## config.mk

```make
export PLATFORM = sky130hd
export DESIGN_NAME = seq_detector_param
export DESIGN_NICKNAME = d
export VERILOG_FILES = /design/src/rtl/seq_det_pkg.sv /design/src/rtl/sat_counter.sv /design/src/rtl/seq_detector_param.sv
export SDC_FILE = /design/constraint.sdc
export NUM_CORES = 1
export LEC_CHECK = 0
export BUFFER_PORTS_ARGS = -buffer_cell sky130_fd_sc_hd__buf_2
export CORE_UTILIZATION = 55
export DETAILED_ROUTE_END_ITERATION = 10
export GPL_ROUTABILITY_DRIVEN = 0
export GPL_TIMING_DRIVEN = 0
export PLACE_DENSITY = 0.78
export SYNTH_ARGS = -nofsm -noshare
export SYNTH_HDL_FRONTEND = slang
export SYNTH_HIERARCHICAL = 1
export SYNTH_SLANG_ARGS = --single-unit
```

## constraint.sdc

```tcl
create_clock -name clk -period 3.8 [get_ports clk]
set_clock_uncertainty 0.05 [all_clocks]
set_input_delay 0.38 -clock clk [delete_from_list [all_inputs] [get_ports clk]]
set_output_delay 0.38 -clock clk [all_outputs]
set_load 0.005 [all_outputs]
```

## src/rtl/seq_det_pkg.sv

```systemverilog
// seq_det_pkg: shared defaults and config legality check for the serial pattern detector
package seq_det_pkg;
  localparam logic [3:0] SEQ_DEF_PAT = 4'b1010;
  localparam int SEQ_DEF_LEN = 4;
  function automatic logic len_legal(input int len, input int max_len);
    return (len >= 2) && (len <= max_len);
  endfunction
endpackage

```

## src/rtl/sat_counter.sv

```systemverilog
// sat_counter: saturating up-counter with synchronous clear
module sat_counter #(
  parameter int CNT_W = 8
) (
  input  logic             clk,
  input  logic             rst,
  input  logic             inc,
  input  logic             clr,
  output logic [CNT_W-1:0] cnt
);
  always_ff @(posedge clk) begin
    if (rst || clr) cnt <= '0;
    else if (inc && !(&cnt)) cnt <= cnt + CNT_W'(1);
  end
endmodule

```

## src/rtl/seq_detector_param.sv

```systemverilog
// seq_detector_param: run-time programmable serial pattern detector with registered match pulse and saturating counter
module seq_detector_param
  import seq_det_pkg::*;
#(
  parameter int PAT_W = 4,
  parameter int LEN_W = $clog2(PAT_W + 1),
  parameter int CNT_W = 8
) (
  input  logic             clk,
  input  logic             rst,
  input  logic             cfg_load,
  input  logic [PAT_W-1:0] cfg_pattern,
  input  logic [LEN_W-1:0] cfg_len,
  input  logic             cfg_overlap,
  input  logic             in_valid,
  input  logic             x,
  input  logic             cnt_clr,
  output logic             z,
  output logic [CNT_W-1:0] match_cnt,
  output logic             cfg_err
);
  localparam logic [PAT_W-1:0] DEF_PAT = PAT_W'(SEQ_DEF_PAT);
  localparam logic [LEN_W-1:0] DEF_LEN = LEN_W'(SEQ_DEF_LEN < PAT_W ? SEQ_DEF_LEN : PAT_W);
  localparam logic [LEN_W-1:0] FULL = LEN_W'(PAT_W);
  logic [PAT_W-1:0] hist, pat_r, nxt, mask;
  logic [LEN_W-1:0] len_r, fill;
  logic             ovl_r, hit, drop;
  always_comb begin
    nxt  = {hist[PAT_W-2:0], x};
    mask = (PAT_W'(1) << len_r) - PAT_W'(1);
    hit  = in_valid && !cfg_load && (fill >= len_r - LEN_W'(1)) && (((nxt ^ pat_r) & mask) == '0);
    drop = hit && !ovl_r;
  end
  always_ff @(posedge clk) begin
    if (rst) begin
      hist    <= '0;
      fill    <= '0;
      z       <= 1'b0;
      pat_r   <= DEF_PAT;
      len_r   <= DEF_LEN;
      ovl_r   <= 1'b1;
      cfg_err <= 1'b0;
    end else begin
      z <= hit;
      if (cfg_load) begin
        hist <= '0;
        fill <= '0;
        if (len_legal(int'(cfg_len), PAT_W)) begin
          pat_r <= cfg_pattern;
          len_r <= cfg_len;
          ovl_r <= cfg_overlap;
        end else begin
          cfg_err <= 1'b1;
        end
      end else if (in_valid) begin
        hist <= drop ? '0 : nxt;
        fill <= drop ? '0 : (fill == FULL ? fill : fill + LEN_W'(1));
      end
    end
  end
  sat_counter #(.CNT_W(CNT_W)) u_cnt (
    .clk(clk),
    .rst(rst),
    .inc(hit),
    .clr(cnt_clr),
    .cnt(match_cnt)
  );
endmodule
```

* Word level (Yosys, flattened, before mapping)
Cells that the tools add are included.
Word-level totals: word-level logic and storage cells 40, output and inout port bits 10, bits of input ports 14, bits in registers 24
Operators by class: reduce and logical (&&, ||, !) cells 16, add/sub/neg operators 4, bitwise gates (word level) 3, eq/ne operators 2, shifts and indexed selects 1, $lt $le $gt $ge 3, multiplexer cells 3
Operators with widths (number):
- 3-bit two-way mux | 3
- 8-bit by 1-bit adder with 8-bit output, second input constant | 1
- 8-bit AND reduction | 1
- 1-bit logical AND | 6
- 2-bit AND reduction | 3
- 4-bit bitwise AND | 1
- 4-bit zero test | 1
- 1-bit by 3-bit << shifter with 4-bit output, first input constant | 1
- 4-bit by 2-bit subtractor with 4-bit output, second input constant | 1
- 4-bit bitwise XOR | 1
- 3-bit by 1-bit adder with 3-bit output, second input constant | 1
- 3-bit equality test, second input constant | 1
- 3-bit by 2-bit >= comparator with 1-bit output, second input constant | 1
- 3-bit >= comparator | 1
- 3-bit <= comparator, second input constant | 1
- 1-bit zero test | 3
- 3-bit by 1-bit subtractor with 3-bit output, second input constant | 1
- 2-bit != test, second input constant | 1
- 2-bit OR reduction | 1
- 1-bit logical OR | 1
- 1-bit NOT | 1

* Logic depth before layout (Yosys ltp)
Gate-level depths: netlist of run 1.
word-level depth 8, mapped depth 11, gate-level depth less buffers 11

* Modules after synthesis
Netlist of run 1, hierarchy kept.
Modules (own cells, without submodules):
- seq_detector_param | area an instance 1008.5 µm², instances 1, cells each 109
- sat_counter | area an instance 420.4 µm², instances 1, cells each 44

* Worst setup path before layout of run 1
Ideal clock, no wire load.
kind reg2reg, start reg len_r[0], end reg u_cnt.cnt[5], data arrival time 2.540 ns, buffers on the path 0, data required time 3.678 ns, clock period less this slack 2.662 ns, library setup time 0.072 ns, path slack 1.138 ns, cell stages (with the launch flop) 12, path through dfxtp_1 -> inv_1 -> ha_1 -> nand2b_4 -> ha_1 -> a2bb2o_4 -> a2111oi_4 -> nand2_1 -> nor2_1 -> nand4_2 -> a211oi_1 -> mux2i_1
On the way: longest elaborated chain between the ends 6, elaborated cells on any way between the ends 9, those cells by class add/sub (2); order compare (1); shift (1); bitwise (1); reduce/logical (4)
RTL lines:
- from (decl) | line seq_detector_param.sv:26 | logic [LEN_W-1:0] len_r, fill;
- from (signal assigned) | line seq_detector_param.sv:50 | len_r <= cfg_len;
- 1-bit by 3-bit << shifter with 4-bit output | line seq_detector_param.sv:30 | mask = (PAT_W'(1) << len_r) - PAT_W'(1);
- 4-bit by 2-bit subtractor with 4-bit output | line seq_detector_param.sv:30
- 4-bit bitwise AND | line seq_detector_param.sv:31 | hit = in_valid && !cfg_load && (fill >= len_r - LEN_W'(1)) && (((nxt ^ pat_r) & mask) == '0);
- 4-bit zero test | line seq_detector_param.sv:31
- 1-bit logical AND (*) | line seq_detector_param.sv:31
- via hit | line seq_detector_param.sv:27 | logic ovl_r, hit, drop;
- 1-bit logical AND (*) | line sat_counter.sv:13 | else if (inc && !(&cnt)) cnt <= cnt + CNT_W'(1);
- to (signal assigned) | line sat_counter.sv:13
- to (decl) | line sat_counter.sv:9 | output logic [CNT_W-1:0] cnt
Mark *: on every way through the listed nets, which the timed path passes. The rest lies on a longest branch. A chain may end at the register's enable or synchronous reset.

* Worst setup path in the final report of run 1
Ends and elaborated chain as after synthesis.

==> impl_results.md, run 1 <==
- # fillers: 214
- Setup CP Type: reg2reg
- Die area: 2810 sq um
- Unrepaired setup endpoints after global routing: false
- Worst setup margin: 789 ps
- Yosys reg bits: 24
- Mapped Nets: 179
- Post-DP HPWL: 2250 um
- IO Pins: 24
- First-pass GRT wire length: roughly 5000 um
- Period utilization: 0.792
- Final Hold Fails: 0
- Vias in the first global route: roughly 1200
- GR Util All Layers: 0.241
- FF+latch area: 480 sq um
- Maximum vdd ir drop: 0.254 mV
- Total vias in the final route: 1250
- Outcome: complete, no violations
- CTS Root Cell: clkbuf_4
- Largest net degree at the start of global routing: 15
- Die height: 53.0 um
- Routed Antenna Nets: 0
- Final nets: about 210
- Wire per inst: 14.1 um
- Crit path time final: 3010 ps
- Drt first pass iters: 4
- Worst setup EP type: flip-flop
- Final-report max-slew violation count: 0
- Number of antenna violations at the first check in global routing: 0
- Hold path endpoint: u_cnt/cnt[3]
- Hold Buf Count CTS: 0
- Fin Setup TNS: 0 ps
- CP required: roughly 4000 ps
- R2R setup slack: 790 ps
- Port bufs: 22
- Cell variety after synth: 44
- FFs w/ async S/R, synth: 0
- Total chip power: 516 uW
- Most used DFF post-synth: dfxtp_1
- Dpl ws: around 850 ps
- CTS Buffer Depth: 2
- Level count of the clock H-tree: 1
- Core ar.: 2450 sq um
- HP Start: cnt_clr
- DRC errors left: 0
- R2R Path End: u_cnt/cnt[5]
- FP Rows: 18
- Mapped cell area: about 1400 sq um
- Average size of a mapped cell: 9.34 sq um
- Max cap viols: 0
- Hold-critical path depth: 2
- Hold Crit Class: in2reg
- Reg clk slew, reported paths: 130 ps
- Final setup fails: 0
- Gr ovfl total: 0
- DR iter-0 viols: 50
- CTS tree: built
- Cells after Synth: ~150
- Worst EP arrival: ~3200 ps
- Worst slew pin tran: 492 ps
- Post-CTS Setup Bufs: 0
- Leakage power: 0.000756 uW
- CTS resizes: 0
- WL final: 2950 um
- CTS sink cnt: 24
- Max Freq: 0.332 GHz
- Worst r2r src: len_r[0]
- Area Growth Syn to Fin: 14.0%
- Post-synth EDFFs: 0
- Pwr dens: 317 nW/um^2
- Slew margin rel.: 0.671
- Share of cells above drive strength 1: 0.246
- FF-to-FF path depth: 11
- Max FO, Critical Path: 5
- Ys Warns: 6
- Antenna diodes: 0
- Clk Latency, worst-skew pair: 320 ps
- Num CTS Buffers: 3
- Initial Util: 0.582
- Vias per cell: 5.98
- Multi-input gate area: between 900 and 1000 sq um
- Die X: approximately 53 um
- Critical Path Start Type: flip-flop
- Sequential share of the synthesized area: 0.336
==> critical path, stage by stage (launching register included) <==
cell	delay, ps
dfxtp_1	370
inv_1	140
ha_1	260
nand2b_4	70
ha_1	290
a2bb2o_4	220
a2111oi_4	350
nand2_1	120
nor2_1	300
nand4_2	250
a211oi_1	320
mux2i_1	220
==> kinds of logic after synthesis <==
kind of cell / Yosys count / share of synthesized area
XOR/XNOR: 7 / 0.0429
multiplexers: 6 / 0.0420
AND/OR/NAND/NOR: 55 / 0.218
AO/OA/AOI/OAI: 37 / 0.224
buffers and inverters: 12 / 0.0315
flip-flops: 24 / 0.336
adder cells (fa/ha/maj): 12 / 0.105
==> cells in the mapped netlist (2+ instances only) <==
| library cell | n | area (sq um) |
|---|---|---|
| a211o_1 | 3 | 26.3 |
| a211oi_1 | 2 | 15.0 |
| a21oi_1 | 10 | 50.1 |
| a32o_2 | 3 | 33.8 |
| a41o_1 | 2 | 20.0 |
| and3_1 | 8 | 50.1 |
| clkbuf_1 | 2 | 7.51 |
| dfxtp_1 | 24 | 480 |
| ha_1 | 12 | 150 |
| inv_1 | 10 | 37.5 |
| mux2i_1 | 6 | 60.1 |
| nand2_1 | 10 | 37.5 |
| nand2b_1 | 4 | 25.0 |
| nand3_1 | 5 | 25.0 |
| nand4_1 | 2 | 12.5 |
| nor2_1 | 11 | 41.3 |
| nor2b_1 | 2 | 12.5 |
| o21ai_0 | 4 | 20.0 |
| or2_2 | 2 | 12.5 |
| or3_1 | 2 | 12.5 |
| xnor2_1 | 5 | 43.8 |
| xor2_1 | 2 | 17.5 |
==> layout make-up <==
| type | instances | share of cell area |
|---|---|---|
| plain buffers | 2 | 0.00461 |
| clock buffers | 3 | 0.0138 |
| clock inverters | 1 | 0.0184 |
| inverters | 10 | 0.0230 |
| multi-input cells | 117 | 0.555 |
| flip-flops and latches | 24 | 0.295 |
| well taps | 30 | 0.0230 |
| repair buffers | 22 | 0.0676 |
==> worst max path at each step <==
stage                     startpoint           end  slack, ps  cells past startpoint
final                       len_r[0]  u_cnt/cnt[5]        790                     11
after global routing        len_r[0]  u_cnt/cnt[5]        520                     11
after CTS                   len_r[0]  u_cnt/cnt[5]        800                     11
after detailed placement    len_r[0]  u_cnt/cnt[5]        850                     11
after global placement      len_r[0]  u_cnt/cnt[5]        920                     11
after floorplan             len_r[0]  u_cnt/cnt[5]       1140                     11
==> registers in the layout (all words and copies together) (netlist names) <==
signal,count
u_cnt/cnt,8
pat_r,4
fill,3
hist,3
len_r,3
cfg_err,1
ovl_r,1
z,1
==> per-stage QoR <==
| stage | cell area [sq um] | util | hold WS, ps | std cells |
|---|---|---|---|---|
| after CTS | 1630 | 0.664 | 207 | 209 |
| after global placement | 1580 | 0.642 | 399 | 205 |
| after detailed placement | 1580 | 0.642 | 423 | 205 |
| after floorplan | 1430 | - | 386 | 153 |
| final | 1630 | 0.664 | 221 | 209 |
| after global routing | 1630 | 0.664 | 206 | 209 |
==> power by group <==
group	leakage (uW)	switching (uW)	total, uW	internal (uW)
clock network	0.0000279	79.9	187	107
logic	0.000533	35.1	65.1	30.1
registers	0.000195	5.60	264	258
total	0.000756	121	516	395
==> metal layers <==
layer / share of wire / up-vias / track usage
li1: - / 616 / -
met1: 0.49 / 585 / 0.320
met2: 0.45 / 42 / 0.392
met3: 0.046 / 7 / 0.0259
met4: 0.014 / 0 / 0.101
met5: 0 / - / 0
==> cells in the final DEF, fill, tap and decap left out, types with 2 or more instances in the layout <==
| cell | Yosys | routed |
|---|---|---|
| a32o_2 | 3 | 3 |
| a41o_1 | 2 | 2 |
| and3_1 | 8 | 8 |
| dfxtp_1 | 24 | 24 |
| xnor2_1 | 5 | 5 |
| buf_2 | 0 | 22 |
| inv_1 | 10 | 10 |
| nand2b_1 | 4 | 4 |
| a211o_1 | 3 | 3 |
| clkbuf_1 | 2 | 2 |
| nor2_1 | 11 | 11 |
| xor2_1 | 2 | 2 |
| or2_2 | 2 | 2 |
| ha_1 | 12 | 12 |
| nor2b_1 | 2 | 2 |
| o21ai_0 | 4 | 4 |
| a21oi_1 | 10 | 10 |
| or3_1 | 2 | 2 |
| a211oi_1 | 2 | 2 |
| mux2i_1 | 6 | 6 |
| clkbuf_4 | 0 | 3 |
| nand4_1 | 2 | 2 |
| nand3_1 | 5 | 5 |
| nand2_1 | 10 | 10 |
No activity file was read; power rests on OpenSTA's default activity.
==> run 2, diff against run 1 <==
--- a/config.mk
+++ b/config.mk
@@ -6,11 +6,11 @@
 export NUM_CORES = 1
 export LEC_CHECK = 0
 export BUFFER_PORTS_ARGS = -buffer_cell sky130_fd_sc_hd__buf_2
-export CORE_UTILIZATION = 55
+export CORE_UTILIZATION = 50
 export DETAILED_ROUTE_END_ITERATION = 10
 export GPL_ROUTABILITY_DRIVEN = 0
 export GPL_TIMING_DRIVEN = 0
-export PLACE_DENSITY = 0.78
+export PLACE_DENSITY = 0.75
 export SYNTH_ARGS = -nofsm -noshare
 export SYNTH_HDL_FRONTEND = slang
 export SYNTH_HIERARCHICAL = 1
==> constraint.sdc (replaced) <==
create_clock -name clk -period 2.4 [get_ports clk]
set_clock_uncertainty 0.05 [all_clocks]
set_input_delay 0.24 -clock clk [delete_from_list [all_inputs] [get_ports clk]]
set_output_delay 0.24 -clock clk [all_outputs]
set_load 0.005 [all_outputs]
==> run 2 against run 1 <==
  * Via count fell by 0.96%
  * Maximum frequency rose by 27%
  * Cell count rose by 2.4%
  * Combinational power rose by 77%
  * Clock power rose by 13%
  * Worst hold slack got worse by 120 ps
  * Critical endpoint is now u_cnt/cnt[6]
  * Largest power group unchanged
  * Highest routed layer unchanged
==> impl_results.md, run 2 (synthesis results as in run 1) <==
- Initial Util: 0.523 (-0.0594)
- Wire per inst: 13.8 um (-2.5%)
- Number of antenna violations at the first check in global routing: 0 (unchanged)
- Vias per cell: 5.79 (-3.3%)
- Die X: 55.5 um (+4.7%)
- Final-report max-slew violation count: 0 (unchanged)
- Clock power frac: 0.284 (-0.078)
- Worst setup margin: 22.3 ps (-766 ps)
- Share of cells above drive strength 1: 0.339 (+0.0930)
- Max Freq: 0.421 GHz (+27%)
- Crit path time final: 2380 ps (-634 ps)
- Dpl ws: -245 ps (-1090 ps)
- Hold Crit Class: in2reg
- Unrepaired setup endpoints after global routing: true
- Worst EP arrival: 2560 ps (-660 ps)
- Slew margin rel.: 0.663 (-0.00762)
- Leakage power: 0.000789 uW (+4.4%)
- IO Pins: 24 (unchanged)
- Critical Path Start Type: flip-flop
- Level count of the clock H-tree: 1 (unchanged)
- Gr ovfl total: 0 (unchanged)
- GR Util All Layers: 0.205 (-0.0360)
- Post-DP HPWL: 2210 um (-1.7%)
- # fillers: 226 (+5.6%)
- DR iter-0 viols: 38 (-24%)
- Largest regs: u_cnt/cnt (8), pat_r (4)
- Num CTS Buffers: 3 (unchanged)
- Total vias in the final route: 1238 (-0.96%)
- Reg clk slew, reported paths: 130 ps (about the same)
- Final setup fails: 0 (unchanged)
- Core ar.: 2730 sq um (+11%)
- CTS Buffer Depth: 2 (unchanged)
- Die height: 55.5 um (+4.7%)
- CTS Root Cell: clkbuf_4
- Antenna diodes: 0 (unchanged)
- Maximum vdd ir drop: 0.421 mV (+66%)
- Die area: 3080 sq um (+9.6%)
- R2R setup slack: 20 ps (-770 ps)
- Total chip power: 745 uW (+44%)
- Final nets: 210 (+1.9%)
- FP Rows: 19 (+1)
- Combinational Power Share: 0.154 (+0.028)
- CTS tree: built
- Outcome: complete, no violations
- Max cap viols: 0 (unchanged)
- WL final: 2950 um (-0.17%)
- Worst setup EP type: flip-flop
- Final Hold Fails: 0 (unchanged)
- Most frequent cells in the layout: dfxtp_1, buf_2, nor2_1, a21oi_1, ha_1
- DRC errors left: 0 (unchanged)
- Sequential Power Share: 0.562 (+0.050)
- First-pass GRT wire length: 5100 um (+1.7%)
- CTS sink cnt: 24 (unchanged)
- Flip-flop count of the largest register after layout: 8 (unchanged)
- Hold Buf Count CTS: 0 (unchanged)
- Register name with the most flops: u_cnt/cnt
- CP required: 2580 ps (-1430 ps)
- Period utilization: 0.991 (+0.198)
- Switching Share: 0.254 (+0.0205)
- Vias in the first global route: 1136 (-1.6%)
- Clk Latency, worst-skew pair: 320 ps (about the same)
- Area Growth Syn to Fin: 22.6%
- Worst slew pin tran: 504 ps (+11.4 ps)
- Setup CP Type: reg2reg
- Port bufs: 22 (unchanged)
- Max FO, Critical Path: 5 (unchanged)
- Fin Setup TNS: 0 ps (unchanged)
- Drt first pass iters: 4 (unchanged)
- NetSw: 189 uW (+57%)
- Internal power: 555 uW (+41%)
- Pwr dens: 425 nW/um^2 (+34%)
- Largest net degree at the start of global routing: 14 (-1)
- Routed Antenna Nets: 0 (unchanged)
[run 2: metrics by stage]
stage                     std cells   util  area [sq um]  hold slack (ps)
after detailed placement        206  0.594          1620              411
after CTS                       212  0.622          1700             80.0
final                           214  0.641          1750              102
after global placement          206  0.594          1620              397
after floorplan                 153      -          1480              259
after global routing            214  0.641          1750              100
[run 2: worst max-delay path, stage by stage (launching register included)]
cell and delay, ps:
dfxtp_4 400, buf_4 140, ha_1 210, or4_1 520, a31oi_2 310, nor2_4 90
and4_4 200, a31o_2 240, and3_1 150
[run 2: cell type report]
cell class | instances | area (sq um) | share of cell area
clock buffers | 4 | 36.3 | 0.0207
inverters | 10 | 45.0 | 0.0257
multi-input cells | 117 | 996 | 0.569
repair buffers | 26 | 140 | 0.0800
plain buffers | 2 | 7.51 | 0.00429
flip-flops and latches | 24 | 488 | 0.279
well taps | 31 | 38.8 | 0.0221
[run 2: timing repair]
action                     CTS  global route
cloned                       0             0
setup endpoints to repair    7             8
pin swaps                    3             2
setup buffers                2             2
gates resized for setup      8             8
[run 2: routing by layer]
layer	global-route usage	vias to the layer above	wire length (um)
met4	0.0536	0	23
met3	0.0492	2	102
met1	0.282	587	1480
met2	0.324	23	1340
met5	0	-	0
li1	-	626	-
[run 2: worst paths after layout]
check,start,end,cells after the start
setup / recovery,len_r[0],u_cnt/cnt[6],8
hold / removal,cnt_clr,u_cnt/cnt[3],2
setup reg to reg,len_r[0],u_cnt/cnt[6],8
hold reg to reg,ovl_r,ovl_r,1
[run 2: power by group through the flow]
stage	sequential, uW	combinational, uW	clock (uW)
after detailed placement	428	108	0
after global placement	427	102	0
after global routing	420	128	233
final	418	115	212
after floorplan	426	76.1	0
after CTS	419	111	218
==> run 3, diff against run 2 <==
--- a/config.mk
+++ b/config.mk
@@ -11,6 +11,9 @@
 export GPL_ROUTABILITY_DRIVEN = 0
 export GPL_TIMING_DRIVEN = 0
 export PLACE_DENSITY = 0.75
+export RECOVER_POWER = 50
+export REMOVE_ABC_BUFFERS = 1
+export SLEW_MARGIN = 25
 export SYNTH_ARGS = -nofsm -noshare
 export SYNTH_HDL_FRONTEND = slang
 export SYNTH_HIERARCHICAL = 1
==> run 3 against run 2 <==
  * The flow now finishes with violations (negative setup slack)
  * Critical path depth rose by 2
  * Clock-buffer cell count fell by 1
  * Combinational power rose by 9.6%
  * Via count rose by 3.8%
==> impl_results.md, run 3 (synthesis results as in run 1) <==
- Layout Utilization: 0.660 (+0.0197)
- Antenna diodes: 0 (unchanged)
- Area Growth Syn to Fin: 26.4%
- Vias per cell: 5.84 (+0.97%)
- Failing checks: negative setup slack
- Most used routing layer: met2
- Core ar.: 2730 sq um (unchanged)
- Final-report max-slew violation count: 0 (unchanged)
- Hold Crit Class: in2reg
- Unrepaired setup endpoints after global routing: true
- Fin Setup TNS: -121 ps (-121 ps)
- Largest net degree at the start of global routing: 18 (+4)
- Hold Buf Count CTS: 0 (unchanged)
- Level count of the clock H-tree: 1 (unchanged)
- Maximum vdd ir drop: 0.357 mV (-15%)
- Share of cells above drive strength 1: 0.365 (+0.0263)
- Worst slew pin tran: 489 ps (-14.2 ps)
- FP Rows: 19 (unchanged)
- Max cap viols: 0 (unchanged)
- Final Hold Fails: 0 (unchanged)
- Met3 GRT Util: 0.0281 (-0.0211)
- Wire per inst: 15.4 um (+12%)
- Outcome: finished, violations left
- NetSw: 200 uW (+5.8%)
- Most frequent cells in the layout: dfxtp_1, buf_2, buf_4
- Switching Share: 0.239 (-0.0155)
- Slew margin rel.: 0.673 (+0.00947)
- Die height: 55.5 um (unchanged)
- Sequential Power Share: 0.499 (-0.063)
- Num CTS Buffers: 3 (unchanged)
- Die X: 55.5 um (unchanged)
- CTS Root Cell: clkbuf_4
- Max Freq: 0.400 GHz (-4.8%)
- Critical Path Start Type: flip-flop
- CP required: 2550 ps (-30 ps)
- Period utilization: 1.04 (+0.0498)
- Worst EP arrival: 2650 ps (+90 ps)
- Crit path time final: 2500 ps (+120 ps)
- Final setup fails: 3 (+3)
- Gr ovfl total: 0 (unchanged)
- Max FO, Critical Path: 4 (-1)
- Clock power frac: 0.352 (+0.068)
- Die area: 3080 sq um (unchanged)
- DRC errors left: 0 (unchanged)
- Clk Latency, worst-skew pair: 320 ps (about the same)
- Port bufs: 23 (+4.5%)
- Register name with the most flops: u_cnt/cnt
- Initial Util: 0.523 (unchanged)
- Pwr dens: 465 nW/um^2 (+9.4%)
- Number of antenna violations at the first check in global routing: 0 (unchanged)
- Reg clk slew, reported paths: 140 ps (about the same)
- Largest regs: u_cnt/cnt (8), pat_r (4)
- WL final: 3380 um (+15%)
- # fillers: 217 (-4.0%)
- Worst setup margin: -97.3 ps (-120 ps)
- Leakage power: 0.000831 uW (+5.4%)
- IO Pins: 24 (unchanged)
- Flip-flop count of the largest register after layout: 8 (unchanged)
- Post-DP HPWL: 2250 um (+1.8%)
- CTS tree: built
- DR iter-0 viols: 57 (+50%)
- Worst setup EP type: flip-flop
- Setup CP Type: reg2reg
- CTS sink cnt: 24 (unchanged)
- CTS Buffer Depth: 2 (unchanged)
- Internal power: 639 uW (+15%)
- Drt first pass iters: 4 (unchanged)
- Total vias in the final route: 1285 (+3.8%)
- Total chip power: 839 uW (+13%)
- GR met1 Demand/Resource: 0.290 (+0.00880)
- Final nets: 216 (+2.9%)
- Combinational Power Share: 0.150 (-0.004)
- GR Util All Layers: 0.235 (+0.0296)
- Routed Antenna Nets: 0 (unchanged)
- Met2 Resource Use GR: 0.417 (+0.0929)
- Vias in the first global route: 1307 (+15%)
- First-pass GRT wire length: 5800 um (+14%)
-- run 3: worst paths after layout --
| check | start | endpoint | slack, ps | cells after the start |
|---|---|---|---|---|
| max | len_r[0] | u_cnt/cnt[2] | -100 | 10 |
| min | cfg_pattern[2] | pat_r[2] | 90 | 3 |
| max reg2reg | len_r[0] | u_cnt/cnt[2] | -100 | 10 |
| min reg2reg | ovl_r | ovl_r | 440 | 1 |
-- run 3: through the flow --
step                cell area, sq um  setup slack [ps]  cells  hold slack (ps)
floorplan                       1420              -262    151              259
global placement                1580              -500    205              398
detailed placement              1580              -658    205              405
CTS                             1760             -41.5    216             87.3
global route                    1810              -116    220              102
finish                          1810             -97.3    220             89.5
-- run 3: routing by layer --
| layer | vias to the layer above | routed length [um] |
|---|---|---|
| met5 | - | 0 |
| met4 | 0 | 35 |
| met2 | 40 | 1680 |
| met3 | 4 | 175 |
| met1 | 604 | 1490 |
| li1 | 637 | - |
-- run 3: timing repair --
action | in CTS | in global routing
hold endpoints to repair | 0 | 0
setup buffers | 7 | 4
gates resized for setup | 21 | 3
gates cloned | 0 | 0
endpoints found under the setup margin | 8 | 8
pin swaps | 6 | 5
-- run 3: final cells by class --
type | instances | area [sq um] | area share
multi-input combinational | 117 | 990 | 0.548
sequential | 24 | 485 | 0.269
timing repair buffer | 34 | 196 | 0.109
inverter | 10 | 42.5 | 0.0236
tap | 31 | 38.8 | 0.0215
clock inverter | 1 | 30.0 | 0.0166
clock buffer | 3 | 22.5 | 0.0125
-- run 3: power by group through the flow --
stage	clock network, uW	logic (uW)	registers [uW]
floorplan	0	68.3	425
global placement	0	97.4	426
detailed placement	0	102	427
CTS	298	118	419
global route	311	139	420
finish	295	126	419
-- run 3: worst max-delay path: stages (launching register included) --
cell,delay [ps]
dfxtp_4,410
inv_4,50
ha_4,170
buf_4,130
or4_1,570
a31oi_4,240
nor2_4,90
buf_4,140
nand3_1,100
a31oi_1,60
nor4_1,360
